<file path="config.mk">
export PLATFORM = sky130hd
export DESIGN_NAME = seq_div
export DESIGN_NICKNAME = d
export VERILOG_FILES = /design/src/rtl/seq_arith_pkg.sv /design/src/rtl/div_step.sv /design/src/rtl/seq_div.sv
export SDC_FILE = /design/constraint.sdc
export NUM_CORES = 1
export LEC_CHECK = 0
export CORE_ASPECT_RATIO = 2
export CORE_UTILIZATION = 25
export DETAILED_ROUTE_END_ITERATION = 8
export DONT_BUFFER_PORTS = 1
export PLACE_DENSITY = 0.48
export SYNTH_ARGS = -nofsm -noshare
export SYNTH_HDL_FRONTEND = slang
export SYNTH_SLANG_ARGS = --single-unit
</file>
<file path="constraint.sdc">
create_clock -name clk -period 2.7 [get_ports clk]
set_input_delay 0.54 -clock clk [delete_from_list [all_inputs] [get_ports clk]]
set_output_delay 0.54 -clock clk [all_outputs]
set_load 0.01 [all_outputs]
</file>
<file path="src/rtl/seq_arith_pkg.sv">
// rtl/seq_arith_pkg.sv - shared widths, FSM states and helpers for the sequential arithmetic units
package seq_arith_pkg;

    localparam int DEFAULT_WIDTH = 8;

    typedef enum logic {
        ST_IDLE = 1'b0,
        ST_RUN  = 1'b1
    } seq_state_e;

    // Iteration counters need at least one bit even for a 1-bit datapath.
    function automatic int cnt_bits(input int width);
        return (width > 1) ? $clog2(width) : 1;
    endfunction

endpackage

</file>
<file path="src/rtl/div_step.sv">
// rtl/div_step.sv - one restoring-division step: shift in a dividend bit, trial subtract, select
module div_step
    import seq_arith_pkg::*;
#(
    parameter int WIDTH = DEFAULT_WIDTH
) (
    input  logic [WIDTH:0]   rem_in,
    input  logic             bit_in,
    input  logic [WIDTH-1:0] divisor,
    output logic [WIDTH:0]   rem_out,
    output logic             q_bit
);

    logic [WIDTH+1:0] shifted;
    logic [WIDTH+1:0] diff;

    // One extra bit above the partial remainder acts as the borrow/sign of the trial subtract.
    assign shifted = {rem_in, bit_in};
    assign diff    = shifted - {2'b00, divisor};
    assign q_bit   = ~diff[WIDTH+1];
    assign rem_out = q_bit ? diff[WIDTH:0] : shifted[WIDTH:0];

endmodule

</file>
<file path="src/rtl/seq_div.sv">
// rtl/seq_div.sv - sequential restoring divider, one quotient bit per clock, MSB first
module seq_div
    import seq_arith_pkg::*;
#(
    parameter int WIDTH = DEFAULT_WIDTH
) (
    input  logic             clk,
    input  logic             reset,
    input  logic             write,
    input  logic [WIDTH-1:0] dividend,
    input  logic [WIDTH-1:0] divisor,
    output logic [WIDTH-1:0] quotient,
    output logic [WIDTH-1:0] remainder,
    output logic             busy,
    output logic             done,
    output logic             div_zero
);

    localparam int            CW   = cnt_bits(WIDTH);
    localparam logic [CW-1:0] LAST = CW'(WIDTH - 1);

    seq_state_e       state;
    seq_state_e       state_next;
    logic [CW-1:0]    count;
    logic [WIDTH-1:0] dvd_q;
    logic [WIDTH-1:0] dsr_q;
    logic [WIDTH-1:0] quo_q;
    logic [WIDTH:0]   rem_q;
    logic [WIDTH:0]   rem_step;
    logic             q_bit;
    logic             accept;
    logic             finish;
    logic             zero_op;

    div_step #(
        .WIDTH(WIDTH)
    ) u_step (
        .rem_in (rem_q),
        .bit_in (dvd_q[WIDTH-1]),
        .divisor(dsr_q),
        .rem_out(rem_step),
        .q_bit  (q_bit)
    );

    assign zero_op = (dsr_q == '0);
    assign busy    = (state == ST_RUN);

    always_ff @(posedge clk or negedge reset) begin
        if (!reset) begin
            state <= ST_IDLE;
        end else begin
            state <= state_next;
        end
    end

    always_comb begin
        state_next = state;
        accept     = 1'b0;
        finish     = 1'b0;
        case (state)
            ST_IDLE: begin
                if (write) begin
                    accept     = 1'b1;
                    state_next = ST_RUN;
                end
            end
            ST_RUN: begin
                // A zero divisor bypasses the iteration loop entirely.
                if (zero_op || count == LAST) begin
                    finish     = 1'b1;
                    state_next = ST_IDLE;
                end
            end
            default: state_next = ST_IDLE;
        endcase
    end

    always_ff @(posedge clk or negedge reset) begin
        if (!reset) begin
            count     <= '0;
            dvd_q     <= '0;
            dsr_q     <= '0;
            quo_q     <= '0;
            rem_q     <= '0;
            quotient  <= '0;
            remainder <= '0;
            div_zero  <= 1'b0;
            done      <= 1'b0;
        end else begin
            done <= 1'b0;
            if (accept) begin
                dvd_q <= dividend;
                dsr_q <= divisor;
                quo_q <= '0;
                rem_q <= '0;
                count <= '0;
            end else if (state == ST_RUN) begin
                if (zero_op) begin
                    quotient  <= '1;
                    remainder <= dvd_q;
                    div_zero  <= 1'b1;
                    done      <= 1'b1;
                end else begin
                    rem_q <= rem_step;
                    dvd_q <= dvd_q << 1;
                    quo_q <= (quo_q << 1) | WIDTH'(q_bit);
                    count <= count + 1'b1;
                    if (finish) begin
                        // Publish the final step directly so results land on the last iteration edge.
                        quotient  <= (quo_q << 1) | WIDTH'(q_bit);
                        remainder <= rem_step[WIDTH-1:0];
                        div_zero  <= 1'b0;
                        done      <= 1'b1;
                        count     <= '0;
                    end
                end
            end
        end
    end

endmodule

</file>
# Word level (Yosys, flattened, before mapping)

Index checks and enable logic that the tools add are counted.

Bits of input ports: 19
Register bits: 54
Word-level logic and storage cells: 54
Output and inout bits: 19

Bitwise gates (word level): 4
Add/subtract/negate cells: 2
Reduce and logical (&&, ||, !) cells: 6
Mux-type cells: 30
Eq/ne operators: 2

Operators by type and width:

| operator              | count |
|---|---|
| $mux W8               | 7 |
| $mux W9               | 4 |
| $mux W7               | 3 |
| $mux W3               | 4 |
| $mux W1               | 11 |
| $sub A10 B8 Y10       | 1 |
| $logic_not A8 Y1      | 1 |
| $or A8 B1 Y8          | 1 |
| $reduce_bool A2 Y1    | 2 |
| $add A3 B1 Y3 const B | 1 |
| $eq A3 B3 Y1 const B  | 1 |
| $not A1 Y1            | 3 |
| $reduce_and A3 Y1     | 1 |
| $ne A2 B2 Y1 const B  | 1 |
| $pmux W1 S2           | 1 |
| $reduce_and A2 Y1     | 1 |
| $logic_or A1 B1 Y1    | 1 |

# Longest topological paths before layout

Gate-level depths: netlist of the first run.

Depth in word-level cells: 8
Depth in mapped cells: 10

# Cells and area by module

Synthesis of the first run repeated with hierarchy kept, for this count alone.

Cells, all modules: 342
Area, all modules: 3,210.6 um^2

Modules (own cells, without submodules):

| module   | cells an instance | times used | sequential area each (um^2) | area each (um^2) |
|---|---|---|---|---|
| seq_div  | 270               | 1          | 1,351.3                     | 2,645.0 |
| div_step | 72                | 1          | 0.0                         | 565.5 |

# Least setup slack after synthesis of the first run

No wires, ideal clock.

Path kind: reg-to-reg
Start point: register dsr_q[1]
End point: register remainder[2]
Cell stages (with the launch flop): 11
Clock period less this slack: 2,343 ps
Buffers on the path: 1
Required time: 2,569 ps
Setup slack: 357 ps
Arrival time: 2,213 ps
Cells stage by stage: dfrtp_1 inv_1 ha_1 nor2b_4 o2111a_1 a2111oi_4 o21ai_2 xor2_1 buf_4 mux2i_1 o21ai_0

Cells in the longest elaborated chain, start to end: 6
Elaborated cells on any way between the ends: 10
Those cells by class: 1 x add/sub; 5 x mux; 4 x reduce/logical

RTL lines:

| what                                                    | line           | text |
|---|---|---|
| start: declaration                                      | seq_div.sv:26  | `logic [WIDTH-1:0] dsr_q;` |
| start signal: assignment                                | seq_div.sv:93  | `dsr_q <= divisor;` |
| branches (longest 6 deep; another with $sub A10 B8 Y10) | --             |  |
| end signal: assignment                                  | seq_div.sv:100 | `remainder <= dvd_q;` |
| end signal: assignment                                  | seq_div.sv:111 | `remainder <= rem_step[WIDTH-1:0];` |
| end: declaration                                        | seq_div.sv:13  | `output logic [WIDTH-1:0] remainder,` |

Parallel ways; which one is timed is not known. The select of a mux whose other input is x is not followed.
A chain may end at the register's enable or synchronous reset.

# Worst setup path after layout of the first run

Start point: register dvd_q[7]
End point: register rem_q[8]

Cells in the longest elaborated chain, start to end: 5

RTL lines:

| what                     | line           | text |
|---|---|---|
| start: declaration       | seq_div.sv:25  | `logic [WIDTH-1:0] dvd_q;` |
| start signal: assignment | seq_div.sv:92  | `dvd_q <= dividend;` |
| start signal: assignment | seq_div.sv:105 | `dvd_q <= dvd_q << 1;` |
| $sub A10 B8 Y10          | div_step.sv:19 | `assign diff = shifted - {2'b00, divisor};` |
| $mux W9                  | div_step.sv:21 | `assign rem_out = q_bit ? diff[WIDTH:0] : shifted[WIDTH:0];` |
| $mux W9                  | seq_div.sv:98  | `if (zero_op) begin` |
| $mux W9                  | seq_div.sv:97  | `end else if (state == ST_RUN) begin` |
| $mux W9                  | seq_div.sv:91  | `if (accept) begin` |
| end signal: assignment   | seq_div.sv:104 | `rem_q <= rem_step;` |
| end: declaration         | seq_div.sv:28  | `logic [WIDTH:0] rem_q;` |

No other way between the ends. The select of a mux whose other input is x is not followed.

==> results of run 1 <==
==> per-stage QoR <==
stage | cell area, sq um | std cells | hold slack (ns)
finish | 3010 | 398 | 0.101
CTS | 3000 | 397 | 0.109
global route | 3010 | 398 | 0.118
global placement | 2800 | 388 | 0.247
floorplan | 2600 | 258 | 0.244
detailed placement | 2800 | 388 | 0.247
==> worst max-delay path, cell delays in order (launching register included) <==
cell and delay (ns):
dfrtp_1 0.40, inv_1 0.13, ha_1 0.25, fa_1 0.24
nor2b_1 0.08, o31a_1 0.28, or4_1 0.41, a31o_2 0.26
a32oi_1 0.19, o211ai_1 0.11
==> logic make-up after synthesis <==
family                     count (synthesis)  synth area share, %
and+or+nand+nor                           86                 15.1
buffers and inverters                     23                 3.46
xor gates and xnor gates                   5                 1.68
muxes                                      8                 3.17
DFF                                       54                 51.9
AOI/OAI and AO/OA                         71                 19.1
adders and majority gates                 11                 5.57
==> flip-flops by register name, indices dropped and copies added (netlist names) <==
signal     count
quo_q          7
rem_q          9
count          3
div_zero       1
dsr_q          8
quotient       8
busy           1
dvd_q          8
remainder      8
done           1
==> Yosys cell counts (2+ instances only) <==
| master | n | area (sq um) |
|---|---|---|
| dfrtp_1 | 54 | 1350 |
| nand2_1 | 48 | 180 |
| o21ai_0 | 28 | 140 |
| nand3_1 | 19 | 95.1 |
| a22oi_1 | 15 | 113 |
| clkbuf_1 | 12 | 45.0 |
| ha_1 | 10 | 125 |
| inv_1 | 9 | 33.8 |
| o22a_1 | 8 | 70.1 |
| mux2i_1 | 6 | 60.1 |
| nor2_1 | 4 | 15.0 |
| o21a_1 | 4 | 30.0 |
| xnor2_1 | 4 | 35.0 |
| a21o_1 | 2 | 15.0 |
| a21oi_1 | 2 | 10.0 |
| and2_1 | 2 | 12.5 |
| and3_1 | 2 | 12.5 |
| mux2_2 | 2 | 22.5 |
| nand2b_1 | 2 | 12.5 |
| nand3b_1 | 2 | 15.0 |
| nor2b_1 | 2 | 12.5 |
| nor4_1 | 2 | 12.5 |
| o31a_1 | 2 | 17.5 |
==> cell type report <==
| class | count | area [sq um] |
|---|---|---|
| clock buffers | 5 | 125 |
| repair buffers | 10 | 111 |
| inverters | 10 | 37.5 |
| well taps | 135 | 169 |
| clock inverters | 3 | 47.5 |
| fillers | 1098 | 7140 |
| flip-flops and latches | 54 | 1350 |
| multi-input cells | 181 | 1170 |
==> power breakdown <==
group          switching (mW)  leakage, nW  total, mW  internal (mW)
Clock                   0.305       0.0844      0.748          0.443
Combinational            1.32        0.590       2.44           1.12
Sequential              0.368        0.656       1.57           1.20
Total                    1.99         1.33       4.76           2.76
==> layout by cell type (no fill, tap or decap), types with 2 or more instances in the layout <==
master and n:
xnor2_1 4, o22a_1 8, a22oi_1 15, nor2_1 4
and2_1 2, o31a_1 2, o21ai_0 28, and3_1 2
a21o_1 2, nand2b_1 2, clkbuf_16 5, nand2_1 48
inv_1 9, o21a_1 4, nor4_1 2, mux2_2 2
nand3_1 19, a21oi_1 2, dfrtp_1 54, nand3b_1 2
mux2i_1 6, ha_1 10, buf_4 7
==> routing by layer <==
| layer | track usage (%) | part of all wire (%) |
|---|---|---|
| met1 | 16.0 | 37 |
| met2 | 24.0 | 54 |
| met3 | 3.11 | 4.0 |
| met4 | 8.46 | 4.7 |
| met5 | 0 | 0 |
==> worst paths after layout <==
| check | startpoint | endpoint | slack, ns |
|---|---|---|---|
| max in group asynchronous | reset | dsr_q[5] | 2.35 |
| worst max register to register | dvd_q[7] | rem_q[8] | 0.24 |
| min in group clk | divisor[0] | dsr_q[0] | 0.36 |
| worst max-delay path | dvd_q[7] | rem_q[8] | 0.24 |
| worst min register to register | quo_q[5] | quo_q[6] | 0.50 |
| worst min-delay path | reset | rem_q[4] | 0.10 |
==> repair_timing <==
item,in CTS,in global routing
endpoints found under the setup margin,0,12
resized for setup,0,2
buffers inserted,0,1
hold endpoints to repair,54,0
hold buffers,1,0
==> results_dict.tcl, run 1 <==
set metrics [dict create \
    outcome "complete, no violations" \
    insertion_delay_ns 0.30 \
    drc_errors 0 \
    root_buffer "clkbuf_16" \
    final-setup-viol-count 0 \
    power_density_nw_per_um2 1580 \
    hp-class "in -> async" \
    slew_headroom_pct 42.6 \
    nNetsFinal 292 \
    setup_tns_ns 0 \
    grt_pass1_vias 2057 \
    grt_antenna_before_repair 0 \
    syn-instance-count 258 \
    seq_area_frac_synth_pct 51.9 \
    routedWlPerCell_um 17.6 \
    cp_data_arrival_time_ns 2.63 \
    route.vias.total 1922 \
    port_buffers 0 \
    hold_viol_final 0 \
    overflow 0 \
    row_count 52 \
    gp_congestion 0.776 \
    grt_pass1_wl_mm 11.4 \
    syn_area_sq_um 2600 \
    dp_slack_ns 0.106 \
    maxCapViolations 0 \
    core_area_sq_um 10100 \
    crit_fanout 3 \
    numCtsBuffers 5 \
    utilization_pct 29.7 \
    dp_hpwl_mm 5.28 \
    die_w_um 74.2 \
    leakagePower_nw 1.33 \
    synth_edf_count 0 \
    start_kind "register" \
    synthFlopType "dfrtp_1" \
    dr.pass1.iters 4 \
    ys_async_sr_fraction_pct 100 \
    grt_usage_pct 14.3 \
    p_total_mw 4.76 \
    endpoint_kind "register" \
    yosysUniqueCellTypes 40 \
    tightest_slew_ns 0.861 \
    area_growth_syn_to_layout_pct 15.8 \
    syn_nets 288 \
    fin_ws_ns 0.237 \
    drt-vias-per-instance 4.83 \
    numClockSinks 54 \
    maxSlewViolCount 0 \
    die_h_um 146 \
    fin_crit_ns 2.46 \
    fp.dieArea_sq_um 10900 \
    grt_max_degree 55 \
    worstSetupPathType "reg -> reg" \
    cts_tree "built" \
    synth_warnings 0 \
    antenna_cells 0 \
    cts_buffer_depth 2 \
    cp.required_ns 2.87 \
    ys_ff_latch 54 \
    routed_wl_mm 7.01 \
    drt-initial-drc-count 74 \
    rsz0062_at_grt "false" \
    ios 38 \
    fin_crit_sh_pct 91.2 \
    ir_worst_vdd_v 0.000616 \
    clkTransAtPathRegs_ns 0.07 \
    drive_gt1_share_pct 9.89 \
    detail-route-antenna-nets 0 \
    fmax_ghz 0.406 \
    start_util_pct 25.7 \
    r2r_cells 9 \
    fin_worst_skew_ns 0.0125 \
    htreeDepth 2 \
    synth_area_per_cell_sq_um 10.1 \
]
No activity file was read; power rests on OpenSTA's default activity.
==> run 2: changes to the inputs <==
Settings changed: GPL_TIMING_DRIVEN from default to 0.
==> run 2 against run 1 <==
  * Setup slack got worse by 0.032 ns
  * Global-route usage barely moved
  * Cell count rose by 1.8%
  * Sequential share of layout area fell by 0.056 points
  * Via count rose by 1.5%
  * Largest power group unchanged
==> results_dict.tcl, run 2 (same netlist as run 1, synthesis figures left out) <==
set metrics [dict create \
    outcome "complete, no violations" \
    numClockSinks 54 \
    die_h_um 146 \
    row_count 52 \
    largest_register_ffs 9 \
    dp_slack_ns -0.129 \
    top_register "rem_q" \
    maxCapViolations 0 \
    area_growth_syn_to_layout_pct 15.9 \
    core_area_sq_um 10100 \
    fillers 1136 \
    power_density_nw_per_um2 1570 \
    port_buffers 0 \
    crit_fanout 10 \
    r2r_start "dsr_q[1]" \
    leakagePower_nw 1.31 \
    slew_headroom_pct 52.7 \
    start_kind "register" \
    rsz0062_at_grt "false" \
    routedWlPerCell_um 17.3 \
    critPathCapture "remainder[4]" \
    drt-vias-per-instance 4.82 \
    routed_wl_mm 7.01 \
    drc_errors 0 \
    insertion_delay_ns 0.30 \
    dr.pass1.iters 4 \
    drt-initial-drc-count 82 \
    grt_antenna_before_repair 0 \
    root_buffer "clkbuf_16" \
    r2r-end "remainder[4]" \
    grt_pass1_wl_mm 11.4 \
    r2r_setup_slack_ns 0.20 \
    grt_max_degree 55 \
    fmax_ghz 0.401 \
    r2r_cells 10 \
    start_util_pct 25.7 \
    gp_congestion 0.776 \
    fin_crit_sh_pct 92.4 \
    grt_usage_pct 14.3 \
    dp_hpwl_mm 5.42 \
    maxSlewViolCount 0 \
    cp_data_arrival_time_ns 2.66 \
    hp-class "in -> async" \
    cts_buffer_depth 2 \
    fin_crit_ns 2.50 \
    route.vias.total 1951 \
    numCtsBuffers 5 \
    grt_pass1_vias 2081 \
    cts_tree "built" \
    overflow 0 \
    fin_worst_skew_ns 0.00915 \
    hold_viol_final 0 \
    endpoint_kind "register" \
    cp.required_ns 2.86 \
    drive_gt1_share_pct 8.52 \
    fp.dieArea_sq_um 10900 \
    fin_ws_ns 0.204 \
    timing.hold.ws_ns 0.103 \
    clkTransAtPathRegs_ns 0.08 \
    detail-route-antenna-nets 0 \
    crit_path_start "dsr_q[1]" \
    most-common-layout-cells "54 x dfrtp_1, 48 x nand2_1, 28 x o21ai_0" \
    worstSetupPathType "reg -> reg" \
    setup_tns_ns 0 \
    final-setup-viol-count 0 \
    ios 38 \
    final_common_cell "dfrtp_1" \
    die_w_um 74.2 \
    antenna_cells 0 \
    nNetsFinal 299 \
    ir_worst_vdd_v 0.000647 \
    tightest_slew_ns 0.706 \
    htreeDepth 2 \
]
==> run 2: per-stage QoR <==
step	utilization [%]	instance area, sq um	total power, mW	instances
after detailed placement	27.3	2770	3.87	393
final	29.7	3020	4.75	405
after floorplan	-	2600	3.27	258
after global placement	27.3	2770	3.84	393
after global routing	29.7	3020	5.16	405
after CTS	29.5	2990	4.74	403
==> run 2: worst min-delay path by stage <==
stage | to | slack (ns)
2_1_floorplan | busy | 0.24
3_3_place_gp | rem_q[6] | 0.25
3_5_place_dp | remainder[7] | 0.25
4_1_cts | dvd_q[1] | 0.11
5_1_grt | dvd_q[1] | 0.12
6_report | count[1] | 0.10
==> run 2: timing repair <==
| action | 4_1_cts | 5_1_grt |
|---|---|---|
| cloned | 0 | 0 |
| hold buffers | 1 | 0 |
| buffers inserted | 1 | 2 |
| hold endpoints to repair | 54 | 0 |
| endpoints found under the setup margin | 12 | 21 |
| resized for setup | 2 | 3 |
| pin swaps | 1 | 1 |
==> run 2: area by class of cell <==
type | instances | area [sq um] | share of cell area, %
well taps | 135 | 169 | 5.60
plain buffers | 13 | 56.3 | 1.87
flip-flops and latches | 54 | 1350 | 44.8
clock inverters | 3 | 47.5 | 1.58
multi-input cells | 181 | 1180 | 39.1
clock buffers | 5 | 125 | 4.15
inverters | 10 | 37.5 | 1.24
repair buffers | 4 | 50.0 | 1.66
==> run 2: worst max-delay path, cell delays in order, from the launching register on <==
cell	delay (ns)
dfrtp_1	0.38
inv_1	0.06
ha_1	0.28
nor2b_4	0.13
o2111a_1	0.27
a2111oi_4	0.28
o21ai_2	0.12
xor2_2	0.24
buf_6	0.21
mux2i_2	0.28
o21ai_0	0.11
==> run 2: per-layer routing <==
layer / part of all wire, % / track usage [%] / up-vias
li1: - / - / 940
met1: 36 / 14.9 / 976
met2: 58 / 26.6 / 26
met3: 3.5 / 2.62 / 9
met4: 2.2 / 5.87 / 0
met5: 0 / 0 / -
==> run 2: power by group <==
| group | total [mW] | internal [mW] | switching [mW] |
|---|---|---|---|
| combinational | 2.44 | 1.09 | 1.35 |
| clock | 0.758 | 0.445 | 0.313 |
| sequential | 1.55 | 1.20 | 0.351 |
| total | 4.75 | 2.74 | 2.01 |
==> run 3: changes to the inputs <==
Settings changed: CAP_MARGIN from default to 40.
==> results of run 3 <==
The final DEF is identical to that of run 2; final timing and power are the same.
